**src/rtl/scv_pkg.sv**
```systemverilog
// scv_pkg: shared types and constants for the SCV core and its cartridge configuration sequencer.
// The cartridge sequencer's optional CRC feature is controlled by the SCV_CART_CRC_EN macro.
package scv_pkg;

  // Cartridge mapper selection; MAP_AUTO asks the sequencer to choose from the image size
  typedef enum logic [3:0] {
    MAP_AUTO        = 4'd0,
    MAP_ROM8K       = 4'd1,
    MAP_ROM16K      = 4'd2,
    MAP_ROM32K      = 4'd3,
    MAP_ROM32K_RAM  = 4'd4,
    MAP_ROM64K      = 4'd5,
    MAP_ROM128K     = 4'd6,
    MAP_ROM128K_RAM = 4'd7
  } mapper_t;

  // Cartridge configuration sequencer states; IDLE is never entered after reset
  typedef enum logic [2:0] {
    CC_IDLE    = 3'd0,
    CC_LOAD    = 3'd1,
    CC_RESOLVE = 3'd2,
    CC_HOLD    = 3'd3,
    CC_RUN     = 3'd4
  } cart_cfg_state_t;

  // Upper size bounds (inclusive) for each ROM-only mapper
  localparam int CART_SZ_8K  = 8192;
  localparam int CART_SZ_16K = 16384;
  localparam int CART_SZ_32K = 32768;
  localparam int CART_SZ_64K = 65536;

  // Picks the smallest ROM-only mapper that covers an image of n bytes; empty images get rom8k
  function automatic mapper_t mapper_from_size(input logic [31:0] n);
    mapper_t m;
    if (n <= 32'(CART_SZ_8K))       m = MAP_ROM8K;
    else if (n <= 32'(CART_SZ_16K)) m = MAP_ROM16K;
    else if (n <= 32'(CART_SZ_32K)) m = MAP_ROM32K;
    else if (n <= 32'(CART_SZ_64K)) m = MAP_ROM64K;
    else                            m = MAP_ROM128K;
    return m;
  endfunction

endpackage

```
**src/rtl/scv_crc16.sv**
```systemverilog
// scv_crc16: byte-serial CRC-16/CCITT (poly 0x1021, init 0xFFFF), one byte per clock.
// Only instantiated when the SCV_CART_CRC_EN macro is defined.
module scv_crc16 (
  input  logic        clk,
  input  logic        rst_n,
  input  logic        clear,
  input  logic        valid,
  input  logic [7:0]  data,
  output logic [15:0] crc
);

  // Folds one byte into the running CRC, MSB first, no reflection
  function automatic logic [15:0] crc_byte(input logic [15:0] c, input logic [7:0] d);
    logic [15:0] r;
    r = c ^ {d, 8'h00};
    for (int i = 0; i < 8; i++) begin
      r = r[15] ? ((r << 1) ^ 16'h1021) : (r << 1);
    end
    return r;
  endfunction

  // Running CRC: reinitialised while clear is high, advanced on each accepted byte
  always_ff @(posedge clk or negedge rst_n) begin
    if (!rst_n) begin
      crc <= 16'hFFFF;
    end else if (clear) begin
      crc <= 16'hFFFF;
    end else if (valid) begin
      crc <= crc_byte(crc, data);
    end
  end

endmodule

```
**src/rtl/scv_cart_cfg.sv**
```systemverilog
// scv_cart_cfg: measures downloaded cartridge images, resolves the mapper and
// sequences a stretched core reset so the core only runs on a stable image and mapper.
// Optional image CRC (CART_CRC / ROMINIT_DATA) is built when SCV_CART_CRC_EN is defined.
module scv_cart_cfg
  import scv_pkg::*;
#(
  parameter int HOLD_CYCLES = 1024,
  parameter int SIZE_W      = 18
) (
  input  logic              CLK,
  input  logic              RESB,
  input  logic              ROMINIT_ACTIVE,
  input  logic              ROMINIT_SEL_CART,
  input  logic [16:0]       ROMINIT_ADDR,
  input  logic              ROMINIT_VALID,
  input  logic [3:0]        MAPPER_REQ,
  input  logic              USER_RST,
`ifdef SCV_CART_CRC_EN
  input  logic [7:0]        ROMINIT_DATA,
  output logic [15:0]       CART_CRC,
`endif
  output logic [3:0]        MAPPER,
  output logic [SIZE_W-1:0] CART_SIZE,
  output logic              CART_LOADED,
  output logic              SYS_RESB
);

  localparam int CNT_W = $clog2(HOLD_CYCLES + 1);

  cart_cfg_state_t   state;
  logic [CNT_W-1:0]  hold_cnt;
  logic [SIZE_W-1:0] size_acc;
  logic [3:0]        req_latched;
  logic [SIZE_W-1:0] addr_next;
  logic [SIZE_W-1:0] resolved_size;
  logic [3:0]        resolved_map;
  logic              cart_write;

  // Widen before the +1 so the top address 0x1FFFF yields 131072 instead of wrapping
  assign addr_next  = SIZE_W'(ROMINIT_ADDR) + SIZE_W'(1);
  assign cart_write = (state == CC_LOAD) && ROMINIT_VALID && ROMINIT_SEL_CART;

  // Size and mapper the RESOLVE step will commit; an empty download keeps the previous image size
  always_comb begin
    resolved_size = (size_acc != '0) ? size_acc : CART_SIZE;
    resolved_map  = (MAPPER_REQ != 4'd0) ? MAPPER_REQ : 4'(mapper_from_size(32'(resolved_size)));
  end

  // Sequencer FSM with registered outputs; the core reset is only released while staying in RUN
  always_ff @(posedge CLK or negedge RESB) begin
    if (!RESB) begin
      state       <= CC_HOLD;
      hold_cnt    <= '0;
      size_acc    <= '0;
      req_latched <= 4'd0;
      MAPPER      <= 4'(MAP_ROM8K);
      CART_SIZE   <= '0;
      CART_LOADED <= 1'b0;
      SYS_RESB    <= 1'b0;
    end else begin
      case (state)
        CC_HOLD: begin
          SYS_RESB <= 1'b0;
          if (ROMINIT_ACTIVE) begin
            state    <= CC_LOAD;
            size_acc <= '0;
          end else if (USER_RST) begin
            hold_cnt <= '0;
          end else if (hold_cnt == CNT_W'(HOLD_CYCLES - 1)) begin
            state <= CC_RUN;
          end else begin
            hold_cnt <= hold_cnt + 1'b1;
          end
        end
        CC_RUN: begin
          if (ROMINIT_ACTIVE) begin
            state    <= CC_LOAD;
            size_acc <= '0;
            SYS_RESB <= 1'b0;
          end else if (USER_RST) begin
            state    <= CC_HOLD;
            hold_cnt <= '0;
            SYS_RESB <= 1'b0;
          end else if (MAPPER_REQ != req_latched) begin
            state    <= CC_RESOLVE;
            SYS_RESB <= 1'b0;
          end else begin
            SYS_RESB <= 1'b1;
          end
        end
        CC_LOAD: begin
          SYS_RESB <= 1'b0;
          if (cart_write && (addr_next > size_acc)) begin
            size_acc <= addr_next;
          end
          if (!ROMINIT_ACTIVE) begin
            state <= CC_RESOLVE;
          end
        end
        CC_RESOLVE: begin
          SYS_RESB <= 1'b0;
          if (size_acc != '0) begin
            CART_SIZE   <= size_acc;
            CART_LOADED <= 1'b1;
          end
          req_latched <= MAPPER_REQ;
          MAPPER      <= resolved_map;
          state       <= CC_HOLD;
          hold_cnt    <= '0;
        end
        default: begin
          SYS_RESB <= 1'b0;
          state    <= CC_HOLD;
          hold_cnt <= '0;
        end
      endcase
    end
  end

`ifdef SCV_CART_CRC_EN
  logic [15:0] crc_run;

  scv_crc16 u_crc (
    .clk   (CLK),
    .rst_n (RESB),
    .clear (state != CC_LOAD),
    .valid (cart_write),
    .data  (ROMINIT_DATA),
    .crc   (crc_run)
  );

  // Publish the image CRC together with the image size, only for non-empty cart downloads
  always_ff @(posedge CLK or negedge RESB) begin
    if (!RESB) begin
      CART_CRC <= 16'hFFFF;
    end else if ((state == CC_RESOLVE) && (size_acc != '0)) begin
      CART_CRC <= crc_run;
    end
  end
`endif

endmodule
```
**config.mk**
```make
export PLATFORM = sky130hd
export DESIGN_NAME = scv_cart_cfg
export DESIGN_NICKNAME = d
export VERILOG_FILES = /design/src/rtl/scv_pkg.sv /design/src/rtl/scv_crc16.sv /design/src/rtl/scv_cart_cfg.sv
export SDC_FILE = /design/constraint.sdc
export NUM_CORES = 1
export LEC_CHECK = 0
export CORE_MARGIN = 2
export CORE_UTILIZATION = 25
export CTS_BUF_LIST = sky130_fd_sc_hd__clkbuf_2 sky130_fd_sc_hd__clkbuf_4 sky130_fd_sc_hd__clkbuf_8
export CTS_CLUSTER_SIZE = 40
export DETAILED_ROUTE_END_ITERATION = 7
export PLACE_DENSITY_LB_ADDON = 0.3
export SYNTH_ARGS = -nofsm -noshare
export SYNTH_HDL_FRONTEND = slang
export SYNTH_SLANG_ARGS = --single-unit
```
**constraint.sdc**
```tcl
create_clock -name CLK -period 3.2 [get_ports CLK]
set_input_delay 0.64 -clock CLK [delete_from_list [all_inputs] [get_ports CLK]]
set_output_delay 0.64 -clock CLK [all_outputs]
set_load 0.1 [all_outputs]
```
Yosys cells after proc, flatten, opt, wreduce, memory -nomap -nowiden
Index checks and enable logic that the tools add are counted.
- input bits: 27
- register bits: 60
- output and inout bits: 24
- reduce and logical (&&, ||, !) cells: 11
- muxes and demuxes: 27
- bitwise operators: 1
- $lt $le $gt $ge: 5
- add/subtract/negate cells: 2
- eq/ne operators: 16
- operator list (operator ; number):
    two-way mux 11 bit ; 5
    two-way mux 18 bit ; 3
    one-hot mux 18 bit (2 select lines) ; 1
    one-hot mux 11 bit (3 select lines) ; 1
    two-way mux 3 bit ; 9
    adder 17 x 1 -> 18 bit (second input constant) ; 1
    > comparator 18 bit ; 1
    less-or-equal comparator 18 x 14 -> 1 bit (second input constant) ; 1
    less-or-equal comparator 18 x 15 -> 1 bit (second input constant) ; 1
    less-or-equal comparator 18 x 16 -> 1 bit (second input constant) ; 1
    less-or-equal comparator 18 x 17 -> 1 bit (second input constant) ; 1
    nonzero test 18 bit ; 1
    adder 11 x 1 -> 11 bit (second input constant) ; 1
    == test 11 x 10 -> 1 bit (second input constant) ; 1
    != test 3 bit (second input constant) ; 3
    one-hot mux 3 bit (3 select lines) ; 1
    two-way mux 4 bit ; 2
    != test 2 bit (second input constant) ; 4
    == test 3 x 2 -> 1 bit (second input constant) ; 2
    AND reduction 5 bit ; 1
    two-way mux 1 bit ; 4
    != test 2 x 1 -> 1 bit (second input constant) ; 2
    != test 4 bit ; 1
    != test 4 bit (second input constant) ; 1
    other kinds (11) ; 13

Longest topological paths before layout
Gate-level depths: netlist of run 1.
- depth in word-level cells: 8
- gate-level depth with buffers: 13
- gate-level depth less buffers: 12

Worst setup path before layout of run 1
No wires, ideal clock.
- path type: input -> register
- start: input port ROMINIT_ADDR[3]
- end: register size_acc[10]
- path slack: -0.121 ns
- setup time: 0.125 ns
- data required time: 3.075 ns
- cell stages on the path: 13
- arrival: 3.196 ns
- path buffers: 1
- cells stage by stage: and3_1 -> nand3_1 -> nor3_1 -> nand3_1 -> xnor2_1 -> ha_1 -> o21a_1 -> o21ai_0 -> nand2b_1 -> o211a_1 -> o21ai_1 -> buf_2 -> mux2_2
- cells in the longest elaborated chain, start to end: 5
- elaborated cells between the ends (all ways): 7
- classes of those cells: 1 x add/sub; 1 x order compare; 1 x eq/ne; 2 x mux; 2 x reduce/logical
- ends and longest elaborated chain (item ; line ; RTL):
    from (decl) ; scv_cart_cfg.sv:14 ; input logic [16:0] ROMINIT_ADDR,
    adder 17 x 1 -> 18 bit * ; scv_cart_cfg.sv:40 ; assign addr_next = SIZE_W'(ROMINIT_ADDR) + SIZE_W'(1);
    > comparator 18 bit ; scv_cart_cfg.sv:93 ; if (cart_write && (addr_next > size_acc)) begin
    logical AND 1 bit ; scv_cart_cfg.sv:93 ;
    != test 2 x 1 -> 1 bit (no source line) ; - ;
    AND reduction 3 bit (no source line) ; - ;
    to (signal assigned) ; scv_cart_cfg.sv:94 ; size_acc <= addr_next;
    to (decl) ; scv_cart_cfg.sv:32 ; logic [SIZE_W-1:0] size_acc;
Every way passes the cells marked *; elsewhere a longest branch is shown, timed or not. The select of a mux whose other input is x is not followed.
A chain may end at the register's enable or synchronous reset.

Worst setup path after layout of run 1
- start: input port ROMINIT_ADDR[5]
- end: register size_acc[16]
The elaborated chain is that of the path after synthesis.

==> results.ini, run 1 <==
[status]
status = complete, no violations

[detailed_routing]
viasPerCell = 4.69
post_drt_wl_per_cell_um = 14.4
remaining_drc_errors = 0
final_antenna_net_count = 0
drt-initial-drc-count = 185
routed-via-count = 3135
totalWireLength_um = 9620
dr.pass1.iters = 4

[layout]
area.growth.synth_to_final_pct = 37.3
final_common_cell = sky130_fd_sc_hd__buf_4
post_route_cells_drive_above_1_share_pct = 27.7
stdcell_count = 668
design.final.nets = 530
layout.cells.most_common_list = sky130_fd_sc_hd__buf_4, sky130_fd_sc_hd__dfrtp_1, sky130_fd_sc_hd__nand2_1
final.fill_count = 1475
antennaDiodeCount = 0

[floorplan]
floorplan.die_area_sq_mm = 0.0154
top_level_pins = 51
die-width_um = 124
floorplan.core_area_sq_mm = 0.0140
start_util_pct = 25.7
die_h_um = 124
rows = 43

[cts]
cts-root-buf = sky130_fd_sc_hd__clkbuf_8
clock-sinks = 60
cts_tree = yes
cts-root-to-sink-buffers = 2
cts-hold-fix-buffers = 0
insertion_delay_ps = 330
cts_made_buffers = 9
clock_tree.htree_level_count = 3
clk_pin_slew_worst_paths_ps = 70

[timing]
final.setup.tns_ps = 0
slew_headroom_pct = 22.5
final_period_minus_worst_setup_slack_ps = 3110
finalSetupViolCount = 0
tightest_slew_ps = 1150
final.setup_skew_ps = 9.49
rsz_0062_raised_after_global_routing = no
timing_limited_maximum_frequency_mhz = 322
report.final.slew_viol_count = 0
finalCritPeriodShare_pct = 97.2
finalHoldViolCount = 0

[job]
max-cap-violations = 0

[synth]
syn_avg_cell_area_sq_um = 9.25
synth_enable_flop_cells = 0
synth.yosys.seq_area_share_pct = 41.8
post_synth_fa_ha_maj_area_fraction_pct = 6.96
synthesized_area_fraction_occupied_by_ao_oa_aoi_and_oai_cells_pct = 10.4
netlist_top_cells_area = sky130_fd_sc_hd__dfrtp_1, sky130_fd_sc_hd__ha_1, sky130_fd_sc_hd__mux2_2, sky130_fd_sc_hd__nand2_1, sky130_fd_sc_hd__xnor2_1
ys_async_sr_fraction_pct = 100
synth_largest_type_area_fraction_pct = 39.7
mappedNetlistNets = 436
synth_flop_cell = sky130_fd_sc_hd__dfrtp_1
syn-instance-count = 389
post_synth_and_or_nand_nor_area_fraction_pct = 24.6
yosysWarningCount = 0
muxShareOfSynthArea_pct = 5.88
post_synth_num_cell_types = 55
largest_family_of_logic_cells_by_synthesized_area = simple AND/OR/NAND/NOR gates
ys_ff_latch = 60
synth_xor_xnor_area_share_pct = 6.57
synth_largest_area_cell = sky130_fd_sc_hd__dfrtp_1
synthesis.area_sq_mm = 0.00360

[critical_path]
timing.critical_path.slowest_cell_delay_ps = 570
critical_path_required_ps = 3410
cp-end-kind = flop
crit_family = simple AND/OR/NAND/NOR gates
worstPathMaxFanout = 6
cp.buffers_inverters = 2
timing.critical_path.slowest_stage_cell = sky130_fd_sc_hd__clkdlybuf4s50_1
criticalPathCategory = in -> reg
setup.worst_path.start_class = input port
worstPathCellList = clkdlybuf4s50_1, nand3_4, or3_4, xnor2_4, ha_4, and4_1, nand2_1, a31oi_1, o21ai_4, buf_6, mux2_4
worst_ep_arrival_time_ps = 3320

[placed_design]
dp_hpwl_um = 7450
port_buffers = 50
numPlacedInstances = 651
gp_routability_congestion = 0.867

[global_route]
first_global_vias = 3290
grt_start_max_net_pins = 43
overflow = 0
antenna_found_initial = 0
gr-usage-all-layers_pct = 13.2
first_pass_grt_wire_length_um = 15800

[hold_path]
hp-class = in -> async

[pwr]
worst_ir_drop_vdd_uv = 170
leakagePower_nw = 2.31
power.density_mw_per_mm2 = 540

## layer usage
metal | GRT usage, % | vias up | wire length (um)
met1 | 16.9 | 1508 | 4490
met5 | 0 | - | 0
met3 | 3.21 | 6 | 418
met2 | 22.3 | 69 | 4620
met4 | 3.72 | 0 | 96
li1 | - | 1552 | -
## path summary, 6_finish.rpt
kind / start / endpoint / slack (ps) / depth (start not counted)
max in group asynchronous: RESB / CART_SIZE[11]$_DFFE_PN0N_ / 2010 / 2
worst min register to register: MAPPER[3]$_DFFE_PN0N_ / MAPPER[3]$_DFFE_PN0N_ / 500 / 2
worst max register to register: size_acc[11]$_DFFE_PN0P_ / MAPPER[1]$_DFFE_PN0N_ / 660 / 6
worst min-delay path: RESB / hold_cnt[7]$_DFFE_PN0P_ / 470 / 1
worst max-delay path: ROMINIT_ADDR[5] / size_acc[16]$_DFFE_PN0P_ / 90 / 11
min in group CLK: MAPPER[3]$_DFFE_PN0N_ / MAPPER[3]$_DFFE_PN0N_ / 500 / 2
## flip-flops by register name, summed over array words and instances (netlist names)
signal,flops
req_latched,4
MAPPER,4
CART_LOADED,1
hold_cnt,11
state,3
CART_SIZE,18
size_acc,18
SYS_RESB,1
## stage by stage
stage | power [mW] | worst slack, ps | hold WS (ps) | utilization [%] | area [sq um]
2_1_floorplan | 1.72 | 42.1 | 344 | - | 3600
3_3_place_gp | 2.03 | -383 | 461 | 32.4 | 4530
3_5_place_dp | 2.04 | -469 | 485 | 32.4 | 4530
4_1_cts | 2.68 | 8.13 | 486 | 34.2 | 4790
5_1_grt | 2.83 | 5.19 | 537 | 35.3 | 4940
6_report | 2.67 | 90.1 | 468 | 35.3 | 4940
## kinds of logic after synthesis
kind of cell             count (synthesis)
adder cells (fa/ha/maj)                 20
buffers and inverters                   35
flip-flops                              60
AO/OA/AOI/OAI                           59
XOR/XNOR                                27
AND/OR/NAND/NOR                        169
multiplexers                            19
## what timing repair did
item | CTS | global route
endpoints found under the setup margin | 18 | 18
setup buffers | 1 | 0
gates resized for setup | 16 | 33
pin swaps | 4 | 18
## report_power, final
part	switching (mW)	leakage (nW)	total (mW)	internal [mW]
Clock	0.282	0.0981	0.617	0.335
Combinational	0.756	1.42	1.09	0.335
Sequential	0.0986	0.797	0.960	0.862
Total	1.14	2.31	2.67	1.53
## Yosys cell counts (all sizes together), types with 2 or more instances
master,n
ha,20
nor2b,4
a22o,2
dfstp,3
or4,3
xor2,12
o211ai,2
nor4,6
nand3,17
a21oi,9
mux2,17
inv,26
or3,3
and3,6
buf,2
nand2b,6
and2,19
nand3b,2
clkbuf,7
mux2i,2
nand4,9
nor3,10
xnor2,15
nor2,24
nand2,49
a22oi,3
a31oi,5
dfrtp,57
o31a,2
and4,5
o21ai,24
## final cells by class
class,count,area [sq um],area share [%]
inverters,26,97.6,1.98
repair buffers,92,781,15.8
well taps,180,225,4.56
multi-input cells,294,2150,43.6
flip-flops and latches,60,1510,30.5
clock inverters,2,10.0,0.203
clock buffers,14,168,3.39
(Power assumes the default switching activity.)
==> run 2: changes to the inputs <==
--- a/config.mk
+++ b/config.mk
@@ -5,6 +5,8 @@
 export SDC_FILE = /design/constraint.sdc
 export NUM_CORES = 1
 export LEC_CHECK = 0
+export CELL_PAD_IN_SITES_DETAIL_PLACEMENT = 1
+export CELL_PAD_IN_SITES_GLOBAL_PLACEMENT = 1
 export CORE_MARGIN = 2
 export CORE_UTILIZATION = 25
 export CTS_BUF_LIST = sky130_fd_sc_hd__clkbuf_2 sky130_fd_sc_hd__clkbuf_4 sky130_fd_sc_hd__clkbuf_8
==> run 2 against run 1 <==
First-iteration DRC count fell by 38%. Die area unchanged. Largest cell class unchanged. Count of clock-buffer cells in the layout did not move. Largest power group unchanged.
==> results.ini, run 2 (synthesis gave the netlist of run 1 again) <==
[layout]
area.growth.synth_to_final_pct = 40.2
final_common_cell = sky130_fd_sc_hd__buf_4
largestRegisters = CART_SIZE (18), size_acc (18), hold_cnt (11)
finish.utilization_pct = 36.0  ; +0.73 points
layout.cells.most_common_list = sky130_fd_sc_hd__buf_4, sky130_fd_sc_hd__dfrtp_1, sky130_fd_sc_hd__nand2_1
design.final.nets = 529  ; -0.19%
design_area_sq_mm = 0.00504  ; +2.1%
antennaDiodeCount = 0  ; unchanged
post_route_cells_drive_above_1_share_pct = 29.2  ; +1.5 points

[hold_path]
hp-class = in -> async

[detailed_routing]
remaining_drc_errors = 0  ; unchanged
viasPerCell = 4.75  ; +1.2%
totalWireLength_um = 10600  ; +9.8%
post_drt_wl_per_cell_um = 15.8  ; +9.9%
final_antenna_net_count = 0  ; unchanged
routed-via-count = 3169  ; +1.1%
dr.pass1.iters = 4  ; unchanged
drt-initial-drc-count = 114  ; -38%

[timing]
timing_limited_maximum_frequency_mhz = 322  ; +0.29%
finalCritPeriodShare_pct = 96.9  ; -0.28 points
finalSetupViolCount = 0  ; unchanged
slew_headroom_pct = 36.4  ; +14 points
final.setup.tns_ps = 0  ; unchanged
final_period_minus_worst_setup_slack_ps = 3100  ; -9.04 ps
report.final.slew_viol_count = 0  ; unchanged
final.setup_skew_ps = 15.4  ; +5.90 ps
finalHoldViolCount = 0  ; unchanged
tightest_slew_ps = 955  ; -200 ps

[floorplan]
start_util_pct = 25.7  ; unchanged
floorplan.die_area_sq_mm = 0.0154  ; unchanged
rows = 43  ; unchanged
floorplan.core_area_sq_mm = 0.0140  ; unchanged
die-width_um = 124  ; unchanged
top_level_pins = 51  ; unchanged
die_h_um = 124  ; unchanged

[critical_path]
worstPathCellList = clkdlybuf4s50_1, nand3_4, nor3_4, nand3_2, xnor2_2, ha_1, o21a_1, o21ai_2, nand2b_1, o211a_1, o21ai_2, buf_6, buf_12, mux2_2
worst_ep_arrival_time_ps = 3330  ; about the same
crit_top_cell = sky130_fd_sc_hd__o21ai_2
timing.critical_path.slowest_cell_delay_ps = 530  ; -40 ps
setup.worst_path.start_class = input port
timing.critical_path.slowest_stage_cell = sky130_fd_sc_hd__clkdlybuf4s50_1
cp.buffers_inverters = 3  ; +1
cp-end-kind = flop
criticalPathCategory = in -> reg
critical_path_required_ps = 3430  ; +20 ps
crit_family = buffers and inverters
worstPathMaxFanout = 6  ; unchanged

[global_route]
grt_start_max_net_pins = 42  ; -2.3%
overflow = 0  ; unchanged
antenna_found_initial = 0  ; unchanged
first_pass_grt_wire_length_um = 17400  ; +10%
gr-usage-all-layers_pct = 14.8  ; +1.6 points
first_global_vias = 3440  ; +4.6%

[cts]
clk_pin_slew_worst_paths_ps = 80  ; about the same
cts-root-buf = sky130_fd_sc_hd__clkbuf_8
cts_tree = yes
cts_made_buffers = 9  ; unchanged
cts-root-to-sink-buffers = 2  ; unchanged
insertion_delay_ps = 350  ; +20 ps
clock_tree.htree_level_count = 3  ; unchanged
clock-sinks = 60  ; unchanged

[placed_design]
gp_routability_congestion = 0.811  ; -6.4%
dp_hpwl_um = 7980  ; +7.1%
detailed_place.area_sq_mm = 0.00452  ; -0.39%
port_buffers = 50  ; unchanged

[pwr]
total_power_mw = 2.82  ; +5.6%
power.density_mw_per_mm2 = 559  ; +3.4%
leakagePower_nw = 2.33  ; +0.71%
worst_ir_drop_vdd_uv = 208  ; +22%

[status]
status = complete, no violations

[job]
max-cap-violations = 0  ; unchanged

-- run 2: layout make-up --
class,instances,area [sq um]
fillers,1630,8950
multi-input cells,294,2210
flip-flops and latches,60,1510
repair buffers,91,797
well taps,180,225
clock buffers,14,174
inverters,26,97.6
clock inverters,2,35.0
-- run 2: what timing repair did --
item	in CTS	in global routing
buffers inserted	2	1
setup endpoints to repair	18	18
resized for setup	37	21
pin swaps	15	15
hold endpoints to repair	0	0
gates cloned	1	0
hold buffers	0	0
-- run 2: routing by layer --
metal  part of all wire (%)  global-route usage, %  wire length (um)
met4                   0.86                   4.56                91
met1                     44                   18.4              4620
met2                     52                   25.9              5460
met5                      0                      0                 0
met3                    3.6                   2.93               384
-- run 2: power breakdown --
group / total, mW / leakage [nW] / internal [mW] / switching [mW]
combinational: 1.12 / 1.42 / 0.342 / 0.776
sequential: 0.960 / 0.797 / 0.861 / 0.0990
clock: 0.739 / 0.111 / 0.428 / 0.311
total: 2.82 / 2.33 / 1.63 / 1.19
-- run 2: worst paths after layout --
path / from / end / slack (ps) / cells after the start
max in group asynchronous: RESB / MAPPER[0]$_DFFE_PN1N_ / 1890 / 2
max: ROMINIT_ADDR[10] / size_acc[8]$_DFFE_PN0P_ / 100 / 14
min reg2reg: req_latched[0]$_DFFE_PN0N_ / req_latched[0]$_DFFE_PN0N_ / 500 / 2
max reg2reg: size_acc[11]$_DFFE_PN0P_ / MAPPER[1]$_DFFE_PN0N_ / 690 / 6
min: RESB / CART_SIZE[9]$_DFFE_PN0N_ / 440 / 1
min in group CLK: req_latched[0]$_DFFE_PN0N_ / req_latched[0]$_DFFE_PN0N_ / 500 / 2
-- run 2: stage by stage --
step | hold WS [ps] | worst slack, ps | instances
after floorplan | 344 | 42.1 | 389
after global placement | 463 | -471 | 647
after detailed placement | 487 | -551 | 647
after CTS | 478 | 2.26 | 666
after global routing | 524 | -29.9 | 667
final | 438 | 99.1 | 667
